<file path="config.mk">
export PLATFORM = sky130hd
export DESIGN_NAME = mem_port_arbiter
export DESIGN_NICKNAME = d
export VERILOG_FILES = /design/src/rtl/mem_port_arbiter.sv
export SDC_FILE = /design/constraint.sdc
export NUM_CORES = 1
export LEC_CHECK = 0
export CAP_MARGIN = 15
export CORE_AREA = 2 2 39 41
export CTS_BUF_LIST = sky130_fd_sc_hd__clkbuf_16
export DETAILED_ROUTE_END_ITERATION = 10
export DIE_AREA = 0 0 41 43
export GPL_ROUTABILITY_DRIVEN = 0
export PLACE_DENSITY = 0.5
export RECOVER_POWER = 100
export SETUP_SLACK_MARGIN = 0.5
export SYNTH_ARGS = -nofsm -noshare
export SYNTH_HDL_FRONTEND = slang
export SYNTH_SLANG_ARGS = --single-unit
</file>
<file path="constraint.sdc">
create_clock -name clk -period 3 [get_ports clk]
set_clock_uncertainty 0.05 [all_clocks]
set_input_delay 0.3 -clock clk [delete_from_list [all_inputs] [get_ports clk]]
set_output_delay 0.3 -clock clk [all_outputs]
set_load 0.1 [all_outputs]
</file>
<file path="src/rtl/mem_port_arbiter.sv">
// Round-robin arbiter for a shared datapath resource with a one-cycle turnaround
// between owners. Optional grant timeout is enabled by defining ARB_TIMEOUT_EN.
module mem_port_arbiter #(
    parameter int unsigned NREQ     = 2,
    parameter int unsigned SELW     = $clog2(NREQ),
    parameter int unsigned MAX_HOLD = 8
) (
    input  logic            clk,
    input  logic            rst,
    input  logic [NREQ-1:0] req,
    output logic [NREQ-1:0] gnt,
    output logic [SELW-1:0] sel,
    output logic            valid
);

    typedef enum logic [1:0] {StIdle, StGrant, StRelease} state_e;

    state_e          state_q, state_d;
    logic [SELW-1:0] ptr_q, ptr_d;
    logic [SELW-1:0] sel_q, sel_d;
    logic [NREQ-1:0] gnt_q, gnt_d;
    logic            valid_q, valid_d;

    logic [SELW-1:0] win_idx;
    logic            win_found;
    logic [NREQ-1:0] win_onehot;
    logic [SELW-1:0] ptr_after_owner;
    logic            owner_req;
    logic            leave;

`ifdef ARB_TIMEOUT_EN
    localparam int unsigned HoldW = $clog2(MAX_HOLD + 1);

    logic [HoldW-1:0] hold_q, hold_d, hold_inc;
    logic             others_pending;
    logic             timeout;
`endif

    // Scan from ptr upward with wrap; first requester found wins.
    always_comb begin
        win_idx   = '0;
        win_found = 1'b0;
        for (int k = 0; k < int'(NREQ); k++) begin
            int unsigned j;
            j = (int'(ptr_q) + k) % NREQ;
            if (!win_found && req[j]) begin
                win_found = 1'b1;
                win_idx   = SELW'(j);
            end
        end
    end

    always_comb begin
        win_onehot          = '0;
        win_onehot[win_idx] = 1'b1;
    end

    assign owner_req       = req[sel_q];
    assign ptr_after_owner = (sel_q == SELW'(NREQ - 1)) ? '0 : sel_q + SELW'(1);

`ifdef ARB_TIMEOUT_EN
    assign hold_inc       = (hold_q == HoldW'(MAX_HOLD)) ? hold_q : hold_q + HoldW'(1);
    assign others_pending = |(req & ~gnt_q);
    assign timeout        = (hold_inc == HoldW'(MAX_HOLD)) && others_pending;
    assign leave          = !owner_req || timeout;
`else
    assign leave          = !owner_req;
`endif

    always_comb begin
        state_d = state_q;
        ptr_d   = ptr_q;
        sel_d   = sel_q;
        gnt_d   = '0;
        valid_d = 1'b0;
`ifdef ARB_TIMEOUT_EN
        hold_d  = hold_q;
`endif
        case (state_q)
            StIdle, StRelease: begin
                if (win_found) begin
                    state_d = StGrant;
                    sel_d   = win_idx;
                    gnt_d   = win_onehot;
                    valid_d = 1'b1;
`ifdef ARB_TIMEOUT_EN
                    hold_d  = '0;
`endif
                end else begin
                    state_d = StIdle;
                end
            end
            StGrant: begin
                if (leave) begin
                    state_d = StRelease;
                    ptr_d   = ptr_after_owner;
                end else begin
                    gnt_d   = gnt_q;
                    valid_d = 1'b1;
`ifdef ARB_TIMEOUT_EN
                    hold_d  = hold_inc;
`endif
                end
            end
            default: state_d = StIdle;
        endcase
    end

    always_ff @(posedge clk) begin
        if (rst) begin
            state_q <= StIdle;
            ptr_q   <= '0;
            sel_q   <= '0;
            gnt_q   <= '0;
            valid_q <= 1'b0;
`ifdef ARB_TIMEOUT_EN
            hold_q  <= '0;
`endif
        end else begin
            state_q <= state_d;
            ptr_q   <= ptr_d;
            sel_q   <= sel_d;
            gnt_q   <= gnt_d;
            valid_q <= valid_d;
`ifdef ARB_TIMEOUT_EN
            hold_q  <= hold_d;
`endif
        end
    end

    assign gnt   = gnt_q;
    assign sel   = sel_q;
    assign valid = valid_q;

endmodule

</file>
# == Yosys cells after proc, flatten, opt, wreduce, memory -nomap -nowiden ==
# Cells that the tools add are included.
# word_totals
input_bits,4
reg_bits,7
out_inout_bits,4
elab_cells,45
# op_classes
n_reduce_logical,7
bitwise,1
n_mux,22
eq_ne,3
addsub,2
magnitude_cmp,5
# op_table
cell,count
$mux 1,15
$lt 1x2->1 const B,4
$pmux 2 s2,2
$mux 2,3
$reduce_and 2->1,2
$add 1x1->1 const B,2
$eq 2x1->1 const B,1
$eq 2x2->1 const B,1
$logic_and 1x1->1,2
$logic_not 2->1,1
$ne 2x2->1 const B,1
$pmux 1 s2,1
$reduce_or 2->1,1
$demux 1 s1,1
$ge 1x1->1 const B,1
$logic_not 1->1,1
$not 1->1,1

# == Longest topological paths before layout ==
# Gate-level depths: netlist (run 1).
# logic_depth
ltp_word,12
depth_mapped,3
mapped_depth_nobuf,3

# == Worst setup path before layout (run 1) ==
# OpenSTA, ideal clock, no wires.
# synth_timing
path_kind,reg-to-reg
startpoint,"reg sel_q, in the netlist sel"
endpoint,"reg gnt_q[1], in the netlist gnt[1]"
t_arrival_ps,1763
path_buffers,0
setup_time_ps,70
required_ps,2880
path_slack_ps,1117
stages_incl_launch_ff,4
synth_period_minus_slack_ps,1883
cell_sequence,dfxtp_1 mux2i_1 or3b_1 a21oi_1
# synth_via
elab_chain_len,3
# synth_lines
element,line_no,rtl
start: declaration,20,"logic [SELW-1:0] sel_q, sel_d;"
start signal: assignment,122,sel_q <= sel_d;
$mux 1 (not written as such) (2 in series),58,assign owner_req = req[sel_q];
$ne 2x2->1 (no source line),-,
end signal: assignment,123,gnt_q <= gnt_d;
end: declaration,21,"logic [NREQ-1:0] gnt_q, gnt_d;"
# No other way between the ends. The select of a mux whose other input is x is not followed.
# A chain may end at the register's enable or synchronous reset.

# == Worst setup path in the final report (run 1) ==
# layout_timing
startpoint,"reg sel_q, in the netlist sel"
endpoint,out sel
# layout_rtl
element,line_no,rtl
end: declaration,12,"output logic [SELW-1:0] sel,"
# No word-level cell between the ends.

==> reports/qor.csv, run 1 <==
metric,value,unit
Die W,41,um
CP cell instances,clkbuf_1,
vias per cell,4.49,
CTS resizes,0,
Final Util,30.0,%
relative slew slack,22.6,%
core area,0.00138,mm2
Area Growth Syn to Fin,49.5,%
CP Launch Type,flip-flop,
share of cells above drive strength 1,12.8,%
clock buffer depth,2,
"slowest stage delay, CP",0.88,ns
CTS H-tree lvls,1,
internal power,0.000290,W
worst r2r dst,gnt[0],
Max VDD drop,0.000359,V
Clk Tree Root Cell,clkbuf_16,
status,completed,
Starting Density,20.1,%
Pwr Density,939,mW/mm2
largest net degree at the start of global routing,8,
# port buffers,7,
"Avg Cell Area, Syn",9.92,um2
share of the synthesized area in the top cell type,50.5,%
footprint of the multi-input gates,124,um2
DR WL/cell,10.3,um
hold slack,0.465,ns
Routed Wire Length,567,um
Worst Hold Class,flip-flop to flip-flop,
die extent in y,43,um
Flop pwr share,27.7,%
Worst-Skew Late Latency,0.23,ns
"Buf+Inv Stages, Crit Path",1,
Gate Count Post-Synth,28,
full die area,0.00176,mm2
f_max,548,MHz
worst reg2reg path startpoint,sel,
remaining antenna violation count after routing,0,
worst setup path endpoint,sel,
most instantiated cells after synthesis,"dfxtp_1, a21oi_1, nor2_1",
Switch Pwr,0.0000997,W
pre-CTS setup slack,1.32,ns
Worst Tran Pin Value,1.17,ns
RSZ-0062 raised after global routing,false,
FP Rows,14,
type of the worst setup path,flip-flop to primary output,
CTS tree,yes,
CTS Buf Count,3,
register bit count reported by yosys,7,
Residual DRC,0,
cell taking the most area after synthesis,dfxtp_1,
CP max stage cell,clkbuf_1,
Sw Ratio,25.6,%
fraction of registers with async set/reset,0,%
critical path arrival,1.47,ns
Final Hold Fails,0,
fillcell total,148,
setup ws final,1.18,ns
Final Critical Period,1.82,ns
number of warnings issued by yosys,0,
Post-CTS Hold Buffers,0,
Clk pwr share,56.1,%
unique cell type count in the Yosys netlist,15,
Final #Nets,44,
FF-to-FF path depth,3,
syn_nets,32,
"Top FF cell, synth",dfxtp_1,
synthesized area,278,um2
max-slew violation count,0,
overall global routing resource usage,8.85,%
crit path launch,sel,
total gr overflow,0,
initial DRC count,0,
first-pass GRT wire length,952,um
crit-path leading delay family,buffers and inverters,
antenna cells,0,
Reg2Reg Setup Slack,1.76,ns
clock transition at the registers of the reported paths,0.03,ns
Leak,0.158,nW
Post-synth EDFFs,0,
Synth area leaders,"dfxtp_1, a21oi_1, nor3b_1, nor4_2, nor2_1",
number of global-route vias before repair,237,
setup TNS,0,ns
Critical Path RT,2.65,ns
I/O Pins,8,
FF/Latch Area,140,um2
"Seq/Total Area, Yosys",50.5,%
Crit. path cell count,1,
CTS sink count,7,
via count,247,
maximum fanout along the worst path,4,
initial antenna violation count,0,
final worst-path cycle share,60.8,%
drt pass-1 iters,1,
final setup violating endpoints,0,
CP endpoint kind,primary output,
max cap viols,0,
combinational share of power,16.2,%
top-count cell post-synth,dfxtp_1,
post-CTS setup buffers,0,
[cell type report]
cell class	count	area share, %
Clock buffer	3	18.1
Clock inverter	1	0.904
Inverter	2	1.81
Multi-Input combinational cell	19	29.8
Sequential cell	7	33.7
Tap cell	16	4.82
Timing Repair Buffer	7	10.8
[power groups by stage]
stage	Combinational, W	Clock, W	Sequential [W]
finish	0.0000630	0.000219	0.000108
global route	0.0000663	0.000233	0.000110
CTS	0.0000692	0.000225	0.000108
detailed placement	0.0000691	0	0.000110
global placement	0.0000686	0	0.000109
floorplan	0.0000185	0	0.000142
[per-stage QoR]
stage | instances | total power [W] | cell area [um2]
final | 55 | 0.000390 | 415
after global routing | 55 | 0.000409 | 415
after CTS | 55 | 0.000403 | 437
after detailed placement | 51 | 0.000179 | 358
after global placement | 51 | 0.000178 | 358
after floorplan | 28 | 0.000161 | 278
[state kept, by name (all words and copies together) (netlist names)]
name	flops
gnt	2
state_q	2
sel	1
ptr_q	1
valid	1
[routing by layer]
| metal | part of all wire, % | global-route usage [%] | up-vias | routed length [um] |
|---|---|---|---|---|
| met1 | 42 | 10.0 | 117 | 240 |
| met2 | 51 | 11.3 | 6 | 288 |
| li1 | - | - | 124 | - |
| met3 | 6.7 | 1.57 | 0 | 38 |
| met4 | 0 | 12.0 | 0 | 0 |
| met5 | 0 | 0 | - | 0 |
[worst min-delay path by stage]
stage           from     end  slack [ns]  cells past startpoint
2_1_floorplan    rst  gnt[1]        0.32                      1
3_3_place_gp   ptr_q   ptr_q        0.45                      2
3_5_place_dp     sel     sel        0.46                      2
4_1_cts        ptr_q   ptr_q        0.47                      2
5_1_grt        ptr_q   ptr_q        0.49                      2
6_report       ptr_q   ptr_q        0.47                      2
[cell usage in the layout (no fill, tap or decap)]
cell type        netlist  final
a21oi_1                3      3
clkbuf_1               0      4
clkbuf_16              0      3
clkdlybuf4s50_1        0      2
dfxtp_1                7      7
dlygate4sd3_1          0      1
inv_1                  2      3
mux2i_1                1      1
nand2b_1               1      1
nor2_1                 3      3
nor3_1                 1      1
nor3b_1                2      2
nor4_1                 0      1
o211ai_1               1      1
o21ai_0                2      2
o21bai_1               1      1
o221a_2                1      1
o22a_2                 1      1
or3b_1                 1      1
[cells by family (layout without fill, tap and decap cells)]
group	Yosys count	count (layout)	synth area share [%]
buffers and inverters	2	13	2.70
AOI/OAI and AO/OA	9	9	22.1
muxes	1	1	3.60
and+or+nand+nor	9	9	21.2
DFF	7	7	50.4
Power figures use the tool's default switching activity.
==> run 2: changes to the inputs <==
--- a/config.mk
+++ b/config.mk
@@ -11,7 +11,7 @@
 export DETAILED_ROUTE_END_ITERATION = 10
 export DIE_AREA = 0 0 41 43
 export GPL_ROUTABILITY_DRIVEN = 0
-export PLACE_DENSITY = 0.5
+export PLACE_DENSITY = 0.51
 export RECOVER_POWER = 100
 export SETUP_SLACK_MARGIN = 0.5
 export SYNTH_ARGS = -nofsm -noshare
==> constraint.sdc (replaced) <==
create_clock -name clk -period 1.52 [get_ports clk]
set_clock_uncertainty 0.05 [all_clocks]
set_input_delay 0.152 -clock clk [delete_from_list [all_inputs] [get_ports clk]]
set_output_delay 0.152 -clock clk [all_outputs]
set_load 0.1 [all_outputs]
==> reports/qor.csv, run 2 (synthesis results as in run 1) <==
metric,value,unit,change
Max VDD drop,0.000731,V,was 0.000359 V
Final Critical Period,1.32,ns,
share of cells above drive strength 1,43.9,%,was 12.8%
total gr overflow,0,,unchanged
maximum fanout along the worst path,3,,was 4
dpl hpwl,507,um,
final setup violating endpoints,0,,unchanged
Pwr Density,1730,mW/mm2,was 939 mW/mm2
Die W,41,um,unchanged
final worst-path cycle share,86.6,%,
max-slew violation count,0,,unchanged
Critical Path RT,1.32,ns,was 2.65 ns
FP Rows,14,,unchanged
status,completed,,unchanged
vias per cell,4.49,,about the same
clock buffer depth,2,,unchanged
initial antenna violation count,0,,unchanged
worst reg2reg path startpoint,state_q[1],,was sel
Worst Tran Pin Value,0.543,ns,was 1.17 ns
met3 wire len,33,um,was 38 um
overall global routing resource usage,9.59,%,was 8.85%
via count,256,,was 247
Routed Wire Length,679,um,was 567 um
setup TNS,0,ns,unchanged
Final #Nets,46,,was 44
remaining antenna violation count after routing,0,,unchanged
CP Launch Type,flip-flop,,unchanged
full die area,0.00176,mm2,unchanged
Starting Density,20.1,%,unchanged
critical path arrival,1.11,ns,was 1.47 ns
drt pass-1 iters,2,,was 1
CP endpoint kind,primary output,,unchanged
CTS H-tree lvls,1,,unchanged
# port buffers,7,,unchanged
RSZ-0062 raised after global routing,true,,was false
DR WL/cell,11.9,um,was 10.3 um
CTS tree,yes,,unchanged
Clk Tree Root Cell,clkbuf_16,,unchanged
Worst Hold Class,input port to flip-flop,,was flip-flop to flip-flop
crit path launch,sel,,unchanged
met1 wire length,280,um,was 240 um
die extent in y,43,um,unchanged
core area,0.00138,mm2,unchanged
hold slack,0.437,ns,was 0.465 ns
Final Hold Fails,0,,unchanged
max cap viols,0,,unchanged
placed cells,52,,was 51
most frequent cells in the layout,"dfxtp_2, clkbuf_2",,"was dfxtp_1, clkbuf_1"
antenna cells,0,,unchanged
Leak,0.189,nW,was 0.158 nW
Residual DRC,0,,unchanged
Top Metal Used,met4,,was met3
type of the worst setup path,flip-flop to primary output,,unchanged
Routed met2 length,353,um,was 288 um
initial DRC count,2,,was 0
relative slew slack,64.0,%,was 22.6%
Final Non-Filler Cells,57,,was 55
largest net degree at the start of global routing,8,,unchanged
CTS sink count,7,,unchanged
CTS Buf Count,3,,unchanged
first-pass GRT wire length,1080,um,was 952 um
Worst-Skew Late Latency,0.23,ns,about the same
f_max,760,MHz,
hold path startpoint,req[0],,was ptr_q
number of global-route vias before repair,268,,was 237
I/O Pins,8,,unchanged
clock transition at the registers of the reported paths,0.03,ns,about the same
Area Growth Syn to Fin,63.1,%,was 49.5%
==> run 2: through the flow <==
step	setup slack, ns	util (%)	total power (W)	cell area, um2
after global routing	0.176	32.7	0.000817	453
after floorplan	0.244	-	0.000325	303
after global placement	0.0643	31.8	0.000390	440
after CTS	0.341	38.4	0.000837	532
after detailed placement	0.0466	31.8	0.000394	440
final	0.204	32.7	0.000785	453
==> run 2: critical path: stages, from the launching register on <==
cell and delay (ns):
dfxtp_4 0.34, buf_4 0.11, clkbuf_2 0.44
==> run 2: final timing paths <==
check | cells past startpoint | slack [ns] | to
max reg2reg | 3 | 0.29 | gnt[1]
max | 2 | 0.20 | sel
min reg2reg | 2 | 0.48 | ptr_q
min | 4 | 0.44 | ptr_q
==> run 2: cell type report <==
class	instances	area (um2)
fillers	149	931
flip-flops and latches	7	149
multi-input cells	19	135
clock buffers	3	75.1
repair buffers	9	62.6
well taps	16	20.0
inverters	2	7.51
clock inverters	1	3.75
==> run 2: timing repair <==
action / 4_1_cts / 5_1_grt
hold buffers: 0 / 0
gates resized for setup: 3 / 2
pin swaps: 4 / 3
setup buffers: 1 / 0
setup endpoints to repair: 6 / 6
cloned: 0 / 0
==> run 2: power by group <==
group          internal (W)  total, W  switching, W
Clock              0.000341  0.000433     0.0000920
Combinational     0.0000366  0.000137      0.000100
Sequential         0.000203  0.000215     0.0000117
==> run 2: layer usage <==
layer	GRT usage (%)	up-vias
met5	0	-
met4	10.0	0
met3	1.57	2
met2	14.4	5
met1	10.1	122
li1	-	127
